$ cat config.mk
export PLATFORM = sky130hd
export DESIGN_NAME = seq_addsub
export DESIGN_NICKNAME = d
export VERILOG_FILES = /design/src/rtl/seq_addsub.sv
export SDC_FILE = /design/constraint.sdc
export NUM_CORES = 1
export LEC_CHECK = 0
export ABC_AREA = 1
export BUFFER_PORTS_ARGS = -buffer_cell sky130_fd_sc_hd__buf_2
export CAP_MARGIN = 20
export CORE_MARGIN = 4
export CORE_UTILIZATION = 40
export DETAILED_ROUTE_END_ITERATION = 12
export PLACE_DENSITY = 0.72
export SYNTH_ARGS = -nofsm -noshare
export SYNTH_HDL_FRONTEND = slang
export SYNTH_SLANG_ARGS = --single-unit
$ cat constraint.sdc
create_clock -name clk -period 2.8 [get_ports clk]
set_input_delay 0.28 -clock clk [delete_from_list [all_inputs] [get_ports clk]]
set_output_delay 0.28 -clock clk [all_outputs]
set_load 0.02 [all_outputs]
$ cat src/rtl/seq_addsub.sv
// Multi-cycle adder/subtractor: processes CHUNK bits per clock, LSB chunk first,
// and publishes a registered sum, carry-out and signed overflow on completion.
module seq_addsub #(
  parameter int WIDTH = 32,
  parameter int CHUNK = 8
) (
  input  logic             clk,
  input  logic             rst_n,
  input  logic             start,
  input  logic             sub,
  input  logic [WIDTH-1:0] a,
  input  logic [WIDTH-1:0] b,
  input  logic             cin,
  output logic [WIDTH-1:0] s,
  output logic             cout,
  output logic             ovf,
  output logic             busy,
  output logic             done
);

  localparam int N  = WIDTH / CHUNK;
  localparam int CW = (N > 1) ? $clog2(N) : 1;

  typedef enum logic [1:0] {IDLE, RUN, DONE} state_t;

  state_t           state, state_nxt;
  logic [WIDTH-1:0] a_reg, b_reg, work, res;
  logic             carry;
  logic [CW-1:0]    cnt;
  logic [CHUNK-1:0] a_chk, b_chk, csum;
  logic             cco, msb_cin, accept, last;

  function automatic logic [CHUNK:0] chunk_add(input logic [CHUNK-1:0] x,
                                               input logic [CHUNK-1:0] y,
                                               input logic             ci);
    return {1'b0, x} + {1'b0, y} + {{CHUNK{1'b0}}, ci};
  endfunction

  always_comb begin
    a_chk           = a_reg[cnt*CHUNK +: CHUNK];
    b_chk           = b_reg[cnt*CHUNK +: CHUNK];
    {cco, csum}     = chunk_add(a_chk, b_chk, carry);
    // carry into the top bit is recoverable from the operand and sum bits
    msb_cin         = a_chk[CHUNK-1] ^ b_chk[CHUNK-1] ^ csum[CHUNK-1];
    res             = work;
    res[cnt*CHUNK +: CHUNK] = csum;
    last            = (cnt == CW'(N - 1));
    accept          = start && ((state == IDLE) || (state == DONE));
  end

  always_ff @(posedge clk or negedge rst_n) begin
    if (!rst_n) state <= IDLE;
    else        state <= state_nxt;
  end

  always_comb begin
    state_nxt = state;
    case (state)
      IDLE:    if (start) state_nxt = RUN;
      RUN:     if (last)  state_nxt = DONE;
      DONE:    state_nxt = start ? RUN : IDLE;
      default: state_nxt = IDLE;
    endcase
  end

  always_comb begin
    busy = (state == RUN);
    done = (state == DONE);
  end

  always_ff @(posedge clk or negedge rst_n) begin
    if (!rst_n) begin
      a_reg <= '0;
      b_reg <= '0;
      work  <= '0;
      carry <= 1'b0;
      cnt   <= '0;
      s     <= '0;
      cout  <= 1'b0;
      ovf   <= 1'b0;
    end else if (accept) begin
      a_reg <= a;
      b_reg <= sub ? ~b : b;
      carry <= sub ? 1'b1 : cin;
      cnt   <= '0;
    end else if (state == RUN) begin
      work  <= res;
      carry <= cco;
      cnt   <= cnt + CW'(1);
      if (last) begin
        s    <= res;
        cout <= cco;
        ovf  <= msb_cin ^ cco;
      end
    end
  end

endmodule

After elaboration in Yosys (flattened, before gate mapping)
Index checks and enable logic that the tools add are counted.

word-level totals
  bits in registers = 135
  bits in latches = 0
  bits in writable memories = 0
  memory bits (read-only) = 0
  input bits = 69
  output and inout bits = 36
  word-level logic and storage cells = 45
  memories kept = 0

cells by class
  add/subtract/negate cells = 4
  multiply operators = 0
  div/mod/pow operators = 0
  magnitude comparators = 0
  equality and inequality tests = 5
  shift operators = 4
  multiplexer cells = 11
  bitwise logic cells = 5
  reductions and logical operators = 7

operator list
  operator                 count
  $shiftx 32x6->8          2
  $neg 5->34               1
  $shift 8x34->32 const A  1
  $shiftx 8x34->32         1
  $bwmux 32                1
  $mux 32                  1
  $not 32->32              1
  $add 8x8->9              1
  $add 9x1->9              1
  $mux 2                   4
  $pmux 2 s3               1
  $eq 2x2->1 const B       2
  $mux 1                   4
  $reduce_and 2->1         2
  $reduce_and 3->1         1
  $xor 1x1->1              3
  $add 2x1->2 const B      1
  $eq 2x1->1 const B       1
  $logic_not 2->1          1
  $ne 2x1->1 const B       1
  $ne 2x2->1 const B       1
  $reduce_bool 2->1        1
  $logic_and 1x1->1        1
  $logic_or 1x1->1         1
  $not 1->1                1

Longest topological paths before layout
Gate-level depths: netlist of run 1.

  word-level depth = 5
  mapped depth = 18

Worst setup path before layout of run 1
Ideal clock, no wire load.

  path type = register -> register
  start = reg cnt[0]
  end = reg cout
  arrival = 2.538 ns
  setup slack = 0.143 ns
  cell stages (with the launch flop) = 17
  period minus slack after synthesis = 2.657 ns
  cell sequence = dfrtp_1 inv_2 buf_2 buf_2 nor2_1 o22ai_1 fa_1 fa_1 nand2_1 nand2_1 nand3_1 nand2_1 nand2_1 nand2_1 a21oi_2 nand2_1 o21a_1

between the ends
  longest elaborated chain between the ends = 3
  elaborated cells between the ends (all ways) = 6

ends and longest elaborated chain
  item                                       line    source
  start: declaration                         29      logic [CW-1:0] cnt;
  start signal: assignment                   89      cnt <= cnt + CW'(1);
  $shiftx 32x6->8, on equally long branches  40, 41
  $add 8x8->9                                36      return {1'b0, x} + {1'b0, y} + {{CHUNK{1'b0}}, ci};
  $add 9x1->9                                36
  end signal: assignment                     92      cout <= cco;
  end: declaration                           15      output logic cout,

Several ways; a longest one is shown, not always the timed one.
A chain may end at the register's enable or synchronous reset.

Worst setup path after layout of run 1
  start = reg cnt[0]
  end = reg s[30]

between the ends
  longest elaborated chain between the ends = 5
  elaborated cells between the ends (all ways) = 10

ends and longest elaborated chain
  item                                       line    source
  $shiftx 32x6->8, on equally long branches  40, 41
  $add 8x8->9                                36
  $add 9x1->9                                36
  $shiftx 8x34->32                           46      res[cnt*CHUNK +: CHUNK] = csum;
  $bwmux 32                                  46
  end signal: assignment                     91      s <= res;
  end: declaration                           14      output logic [WIDTH-1:0] s,

Several ways; a longest one is shown, not always the timed one.

==> results of run 1 <==
==> final cells by class <==
class	instances	area [µm²]	share of cell area, %
Sequential cell	135	3380	42.5
Inverter	51	191	2.41
Timing Repair Buffer	123	684	8.61
Tap cell	216	270	3.40
Clock inverter	3	15.0	0.189
Multi-Input combinational cell	590	2880	36.3
Clock buffer	27	523	6.58
==> worst max-delay path, delay by kind of cell, from the launching register on <==
kind,cells,cell delay (ns)
adders and majority gates,2,0.75
DFF,1,0.43
and+or+nand+nor,11,0.94
buffers and inverters,1,0.08
AOI/OAI and AO/OA,2,0.27
==> layer usage <==
metal | global-route usage (%) | part of all wire, % | vias to the layer above
met5 | 0 | 0 | -
met4 | 6.49 | 1.8 | 0
met3 | 4.41 | 5.6 | 19
met2 | 30.0 | 47 | 156
met1 | 25.3 | 46 | 2606
li1 | - | - | 2795
==> synth_stat cells <==
| master | number | area, µm² |
|---|---|---|
| sky130_fd_sc_hd__o32ai_1 | 2 | 17.5 |
| sky130_fd_sc_hd__o21a_1 | 1 | 7.51 |
| sky130_fd_sc_hd__o22ai_1 | 28 | 175 |
| sky130_fd_sc_hd__nand4_1 | 5 | 31.3 |
| sky130_fd_sc_hd__o21bai_1 | 1 | 7.51 |
| sky130_fd_sc_hd__nor2_1 | 36 | 135 |
| sky130_fd_sc_hd__buf_2 | 17 | 85.1 |
| sky130_fd_sc_hd__a21oi_2 | 2 | 17.5 |
| sky130_fd_sc_hd__a21oi_1 | 1 | 5.00 |
| sky130_fd_sc_hd__dfrtp_1 | 135 | 3380 |
| sky130_fd_sc_hd__nand3_1 | 14 | 70.1 |
| sky130_fd_sc_hd__xnor2_2 | 1 | 16.3 |
| sky130_fd_sc_hd__o21ai_0 | 89 | 445 |
| sky130_fd_sc_hd__nand2_2 | 4 | 25.0 |
| sky130_fd_sc_hd__xor2_2 | 1 | 16.3 |
| sky130_fd_sc_hd__inv_1 | 45 | 169 |
| sky130_fd_sc_hd__nand3_2 | 3 | 30.0 |
| sky130_fd_sc_hd__ha_1 | 13 | 163 |
| sky130_fd_sc_hd__o21ai_1 | 4 | 20.0 |
| sky130_fd_sc_hd__inv_2 | 6 | 22.5 |
| sky130_fd_sc_hd__nand2_1 | 341 | 1280 |
| sky130_fd_sc_hd__fa_1 | 2 | 40.0 |
| sky130_fd_sc_hd__nand2_4 | 1 | 11.3 |
| sky130_fd_sc_hd__clkbuf_1 | 20 | 75.1 |
| sky130_fd_sc_hd__xnor2_1 | 33 | 289 |
| sky130_fd_sc_hd__nor2_4 | 1 | 11.3 |
| sky130_fd_sc_hd__buf_4 | 4 | 30.0 |
| sky130_fd_sc_hd__nor2_2 | 3 | 18.8 |
| sky130_fd_sc_hd__o21ai_2 | 4 | 35.0 |
| sky130_fd_sc_hd__clkbuf_2 | 1 | 5.00 |
==> stage by stage <==
step | hold WS [ns] | total power (W)
floorplan | -0.0156 | 0.00695
global placement | 0.280 | 0.00839
detailed placement | 0.283 | 0.00851
CTS | 0.0402 | 0.0106
global route | 0.0490 | 0.0115
finish | 0.0537 | 0.0106
==> timing repair <==
| action | 4_1_cts | 5_1_grt |
|---|---|---|
| endpoints found under the hold margin | 34 | 0 |
| gates resized for setup | 0 | 6 |
| endpoints found under the setup margin | 0 | 41 |
| hold buffers | 1 | 0 |
==> power breakdown <==
group / internal (W) / switching, W / total [W]
registers: 0.00275 / 0.000448 / 0.00320
clock network: 0.00126 / 0.000768 / 0.00203
logic: 0.00182 / 0.00354 / 0.00536
==> path summary, 6_finish.rpt <==
check                      cells past startpoint         to   start
min in group asynchronous                      2       s[3]   rst_n
setup reg to reg                              16      s[30]  cnt[0]
hold / removal                                 3  a_reg[13]   a[13]
max in group asynchronous                      3  b_reg[12]   rst_n
setup / recovery                              16      s[30]  cnt[0]
hold reg to reg                                2      s[11]   s[11]
==> kinds of logic (layout without fill, tap and decap cells) <==
logic type               Yosys count  after routing
flip-flops                       135            135
adder cells (fa/ha/maj)           15             15
buffers and inverters             93            204
AO/OA/AOI/OAI                    132            132
AND/OR/NAND/NOR                  408            408
XOR/XNOR                          35             35
==> results.py, run 1 <==
metrics = {
    "status": {
        "run_status": "finished, final reports clean",
    },
    "worst_setup_path": {
        "cpMaxStageDelayCell": "sky130_fd_sc_hd__dfrtp_2",
        "cp-end-kind": "flip-flop",
        "timing.critical_path.cells": "inv_2 -> o21ai_0 -> o22ai_1 -> fa_2 -> fa_2 -> nand2_1 -> nand2_1 -> nand3_1 -> nand2_1 -> nand2_1 -> nand3_1 -> nor2_2 -> nand2_1 -> nand2_1 -> nand2_1 -> nand2_1",
        "critical-path-top-cell-by-count": "sky130_fd_sc_hd__nand2_1",
        "setup_slack_on_the_worst_flop_to_flop_path_ns": 0.26,
        "endpoint_arrival_time_on_the_critical_path_ns": 2.90,
        "timing.critical_path.from_type": "flip-flop",
        "max_stage_delay_ns": 0.43,
        "criticalPathCategory": "flip-flop to flip-flop",
        "cp_data_required_time_ns": 3.16,
        "path_max_fanout": 7,
    },
    "detailed_routing": {
        "drc_errors": 0,
        "viasPerCell": 4.87,
        "detail_route.first_pass.iterations": 5,
        "route.detailed.wl_per_inst_um": 14.4,
        "vias": 5576,
        "antenna_left": 0,
        "routed_wirelength_um": 16500,
        "drt_iter0_drc": 469,
    },
    "clock_tree": {
        "cts.clk_slew.worst_paths_ns": 0.06,
        "h-tree-depth": 4,
        "post_cts.repair.setup_buffers": 0,
        "cts_made_buffers": 17,
        "tritoncts": "yes",
        "root_buffer": "sky130_fd_sc_hd__clkbuf_16",
        "cts.sink_count": 135,
        "clkLatencyLatePin_ns": 0.42,
        "cts_max_path_buffers": 2,
    },
    "placed_design": {
        "dp_hpwl_um": 11700,
        "port_buffers": 104,
        "preCtsSetupSlack_ns": 0.0985,
        "gp_congestion": 0.910,
        "number_of_placed_cells_counting_well_taps": 1114,
        "postPlaceCellArea_um2": 7380,
    },
    "logic_synthesis": {
        "synth_top_family_by_area": "simple AND/OR/NAND/NOR gates",
        "synth_area_per_cell_um2": 8.11,
        "post_synth_inst_count": 818,
        "synth.cell_area_um2": 6630,
        "synth.yosys.seq_area_share_pct": 50.9,
        "synth_fa_ha_area_share_pct": 3.06,
        "ys_warn_count": 0,
        "synth_xor_area_share_pct": 4.85,
        "ys_ff_latch": 135,
        "synth_compound_area_share_pct": 11.0,
        "syn_nets": 902,
        "share_of_synthesized_area_spent_on_multiplexers_pct": 0,
        "synth-simple-area-share_pct": 24.3,
        "post_synth_num_cell_types": 30,
    },
    "power_and_ir_drop": {
        "power_density_nw_per_um2": 1330,
        "leak_nw": 4.16,
        "worst_ir_drop_vdd_uv": 929,
    },
    "timing": {
        "count_of_endpoints_failing_setup_in_the_final_report": 0,
        "worst_slew_margin_rel_pct": 42.5,
        "max_freq_mhz": 394,
        "tightest_slew_ns": 0.862,
        "fin_ws_ns": 0.260,
        "setup_tns_ns": 0,
        "worst_clock_skew_ns": 0.00737,
        "finalMaxSlewViolations": 0,
        "finalCritPeriodShare_pct": 90.7,
        "period_needed_ns": 2.54,
        "hold_violations": 0,
        "grt_setup_unrepaired": "true",
    },
    "cells_and_area": {
        "layout.core_utilization_pct": 49.5,
        "post-route-cell-area_um2": 7950,
        "antenna-diode-count": 0,
        "signed_area_change_from_the_synthesized_netlist_to_the_final_layout_pct": 19.8,
        "fin_nets": 1002,
        "total_of_fill_cells_in_the_finished_design": 1558,
        "mostFrequentLayoutCells": "340 x sky130_fd_sc_hd__nand2_1, 133 x sky130_fd_sc_hd__dfrtp_1, 103 x sky130_fd_sc_hd__buf_2",
        "layout-drive-gt1-share_pct": 19.4,
        "final_common_cell": "sky130_fd_sc_hd__nand2_1",
        "finalNonFillerCells": 1145,
    },
    "global_routing": {
        "antenna_found_initial": 0,
        "grt_first_pass_wirelength_um": 27400,
        "gr_util_all_layers_pct": 18.8,
        "largest_net_degree_at_the_start_of_global_routing": 70,
        "vias_in_the_first_global_route": 5486,
        "total_gr_overflow": 0,
    },
    "run": {
        "maxCapViolCount": 0,
    },
    "die": {
        "floorplan.die_area_um2": 18700,
        "rows": 46,
        "core_um2": 16100,
        "die_height_um": 137,
        "initial_utilization_pct": 41.3,
        "fp.dieW_um": 137,
        "io_pins": 105,
    },
    "min_path": {
        "hold_class": "primary input to flip-flop",
    },
}
No activity file was read; power rests on OpenSTA's default activity.
==> inputs of run 2 (changes only) <==
==> config.mk (replaced) <==
export PLATFORM = sky130hd
export DESIGN_NAME = seq_addsub
export DESIGN_NICKNAME = d
export VERILOG_FILES = /design/src/rtl/seq_addsub.sv
export SDC_FILE = /design/constraint.sdc
export NUM_CORES = 1
export LEC_CHECK = 0
export BUFFER_PORTS_ARGS = -buffer_cell sky130_fd_sc_hd__buf_2
export CAP_MARGIN = 20
export CORE_MARGIN = 4
export CORE_UTILIZATION = 35
export DETAILED_ROUTE_END_ITERATION = 12
export PLACE_DENSITY = 0.66
export SYNTH_ARGS = -nofsm -noshare
export SYNTH_HDL_FRONTEND = slang
export SYNTH_SLANG_ARGS = --single-unit
==> results.py, run 2 <==
metrics = {
    "logic_synthesis": {
        "post-synth-top-area-cell": "sky130_fd_sc_hd__dfrtp_1",
        "synth_xor_area_share_pct": 5.59,
        "post_synth_num_cell_types": 38,
        "post_synth_inst_count": 528,
        "synth_common_cells": "135 x sky130_fd_sc_hd__dfrtp_1, 57 x sky130_fd_sc_hd__nand2_1, 45 x sky130_fd_sc_hd__o21ai_0",
        "syn_nets": 612,
        "synth-async-reset-ratio_pct": 100,
        "synth-simple-area-share_pct": 9.29,
        "synth_area_per_cell_um2": 11.9,
        "synth_top_area_share_pct": 53.9,
        "synth_area_leaders": "sky130_fd_sc_hd__dfrtp_1 54%, sky130_fd_sc_hd__mux2_2 5.8%, sky130_fd_sc_hd__mux4_2 5.8%",
        "synth.yosys.seq_area_share_pct": 53.9,
        "share_of_synthesized_area_spent_on_multiplexers_pct": 11.5,
        "synth_fa_ha_area_share_pct": 3.24,
        "synth_enable_flop_cells": 0,
        "synth_compound_area_share_pct": 13.8,
        "synth_top_family_by_area": "compound AO/OA/AOI/OAI gates",
        "synth.cell_area_um2": 6260,
        "dominantRegCellSynth": "sky130_fd_sc_hd__dfrtp_1",
        "ys_warn_count": 0,
        "synth.most_common_cell": "sky130_fd_sc_hd__dfrtp_1",
        "ys_ff_latch": 135,
    },
    "placed_design": {
        "gp_congestion": 0.884,
        "port_buffers": 104,
        "dp_hpwl_um": 11200,
    },
    "timing": {
        "worst_slew_margin_rel_pct": 41.3,
        "tightest_slew_ns": 0.880,
        "period_needed_ns": 2.75,
        "grt_setup_unrepaired": "true",
        "finalMaxSlewViolations": 0,
        "count_of_endpoints_failing_setup_in_the_final_report": 0,
        "worst_clock_skew_ns": 0.00612,
        "hold_violations": 0,
        "finalCritPeriodShare_pct": 98.2,
        "max_freq_mhz": 364,
    },
    "worst_setup_path": {
        "criticalPathCategory": "flip-flop to flip-flop",
        "timing.critical_path.from_type": "flip-flop",
        "cp_data_required_time_ns": 3.10,
        "cell_depth_of_the_worst_flop_to_flop_path": 8,
        "endpoint_arrival_time_on_the_critical_path_ns": 3.05,
        "cp-end-kind": "flip-flop",
        "path_max_fanout": 8,
    },
    "cells_and_area": {
        "layout-drive-gt1-share_pct": 37.3,
        "antenna-diode-count": 0,
        "mostFrequentLayoutCells": "134 x sky130_fd_sc_hd__dfrtp_1, 103 x sky130_fd_sc_hd__buf_2, 56 x sky130_fd_sc_hd__nand2_1",
        "layout.core_utilization_pct": 46.3,
        "total_of_fill_cells_in_the_finished_design": 1623,
        "fin_nets": 734,
        "signed_area_change_from_the_synthesized_netlist_to_the_final_layout_pct": 28.8,
        "final_common_cell": "sky130_fd_sc_hd__dfrtp_1",
    },
    "clock_tree": {
        "tritoncts": "yes",
        "root_buffer": "sky130_fd_sc_hd__clkbuf_16",
        "cts_max_path_buffers": 2,
        "cts.sink_count": 135,
        "h-tree-depth": 4,
        "cts_made_buffers": 17,
        "cts.clk_slew.worst_paths_ns": 0.06,
        "clkLatencyLatePin_ns": 0.42,
    },
    "die": {
        "fp.dieW_um": 142,
        "rows": 48,
        "io_pins": 105,
        "floorplan.die_area_um2": 20100,
        "die_height_um": 142,
        "core_um2": 17400,
        "initial_utilization_pct": 36.0,
    },
    "global_routing": {
        "use_met1_pct": 21.4,
        "gr-usage-met3_pct": 4.99,
        "gr_util_all_layers_pct": 16.4,
        "largest_net_degree_at_the_start_of_global_routing": 80,
        "grt.busiest_layer": "met2",
        "antenna_found_initial": 0,
        "grt_first_pass_wirelength_um": 25800,
        "total_gr_overflow": 0,
        "vias_in_the_first_global_route": 4885,
        "grt_use_met2_pct": 26.1,
    },
    "run": {
        "maxCapViolCount": 0,
    },
    "detailed_routing": {
        "detail_route.first_pass.iterations": 5,
        "viasPerCell": 5.28,
        "drc_errors": 0,
        "route.detailed.wl_per_inst_um": 18.1,
        "vias": 4691,
        "routed_wirelength_um": 16000,
        "drt_iter0_drc": 315,
        "antenna_left": 0,
    },
    "min_path": {
        "hold_class": "primary input to flip-flop",
        "whs_path_depth": 2,
    },
    "status": {
        "run_status": "finished, final reports clean",
    },
}
-- run 2: repair_timing --
action,in CTS,in global routing
endpoints found under the setup margin,33,38
resized for setup,11,29
hold buffers,1,0
endpoints found under the hold margin,41,0
pin swaps,2,7
setup buffers,0,7
-- run 2: final timing paths --
| check | start | end | slack [ns] |
|---|---|---|---|
| setup / recovery | cnt[0] | work[15] | 0.05 |
| hold / removal | a[5] | a_reg[5] | 0.09 |
| setup reg to reg | cnt[0] | work[15] | 0.05 |
| hold reg to reg | b_reg[22] | b_reg[22] | 0.48 |
| max in group asynchronous | rst_n | cnt[0] | 1.66 |
| min in group asynchronous | rst_n | s[17] | 0.41 |
-- run 2: cell type report --
type,instances,area (µm²),share of cell area [%]
flip-flops and latches,135,3380,41.9
multi-input cells,354,2980,36.9
repair buffers,134,787,9.76
clock buffers,18,429,5.32
well taps,225,282,3.49
clock inverters,14,183,2.26
inverters,8,30.0,0.372
-- run 2: through the flow --
| stage | hold slack [ns] | setup slack [ns] | TNS [ns] | area [µm²] | cells |
|---|---|---|---|---|---|
| after floorplan | -0.0156 | 0.0123 | 0 | 6290 | 528 |
| after global routing | 0.0728 | -0.0484 | -0.215 | 8070 | 888 |
| after CTS | 0.0721 | -0.00960 | -0.0106 | 7820 | 881 |
| final | 0.0920 | 0.0510 | 0 | 8070 | 888 |
| after global placement | 0.304 | -0.162 | -2.29 | 7130 | 848 |
| after detailed placement | 0.320 | -0.225 | -4.31 | 7130 | 848 |
-- run 2: kinds of logic (layout without fill, tap and decap cells) --
kind of cell | after synthesis | in the layout
AOI/OAI and AO/OA | 124 | 124
xor gates and xnor gates | 40 | 40
adders and majority gates | 15 | 15
buffers and inverters | 39 | 174
DFF | 135 | 135
muxes | 48 | 48
and+or+nand+nor | 127 | 127
-- run 2: layer usage --
layer	routed length, µm	share of wire (%)
met1	6880	43
met2	7830	49
met3	1040	6.5
met4	286	1.8
met5	0	0
-- run 2: critical path, cell delays in order, from the launching register on --
cell                       delay (ns)
sky130_fd_sc_hd__dfrtp_2         0.48
sky130_fd_sc_hd__buf_12          0.17
sky130_fd_sc_hd__mux4_2          0.56
sky130_fd_sc_hd__ha_4            0.28
sky130_fd_sc_hd__a21o_1          0.20
sky130_fd_sc_hd__a311oi_2        0.34
sky130_fd_sc_hd__a21oi_4         0.17
sky130_fd_sc_hd__xor2_4          0.20
sky130_fd_sc_hd__a22o_1          0.23
Power of run 2 is not shown: default switching activity piles up to over one toggle a cycle in this logic, so the estimate is an artifact.
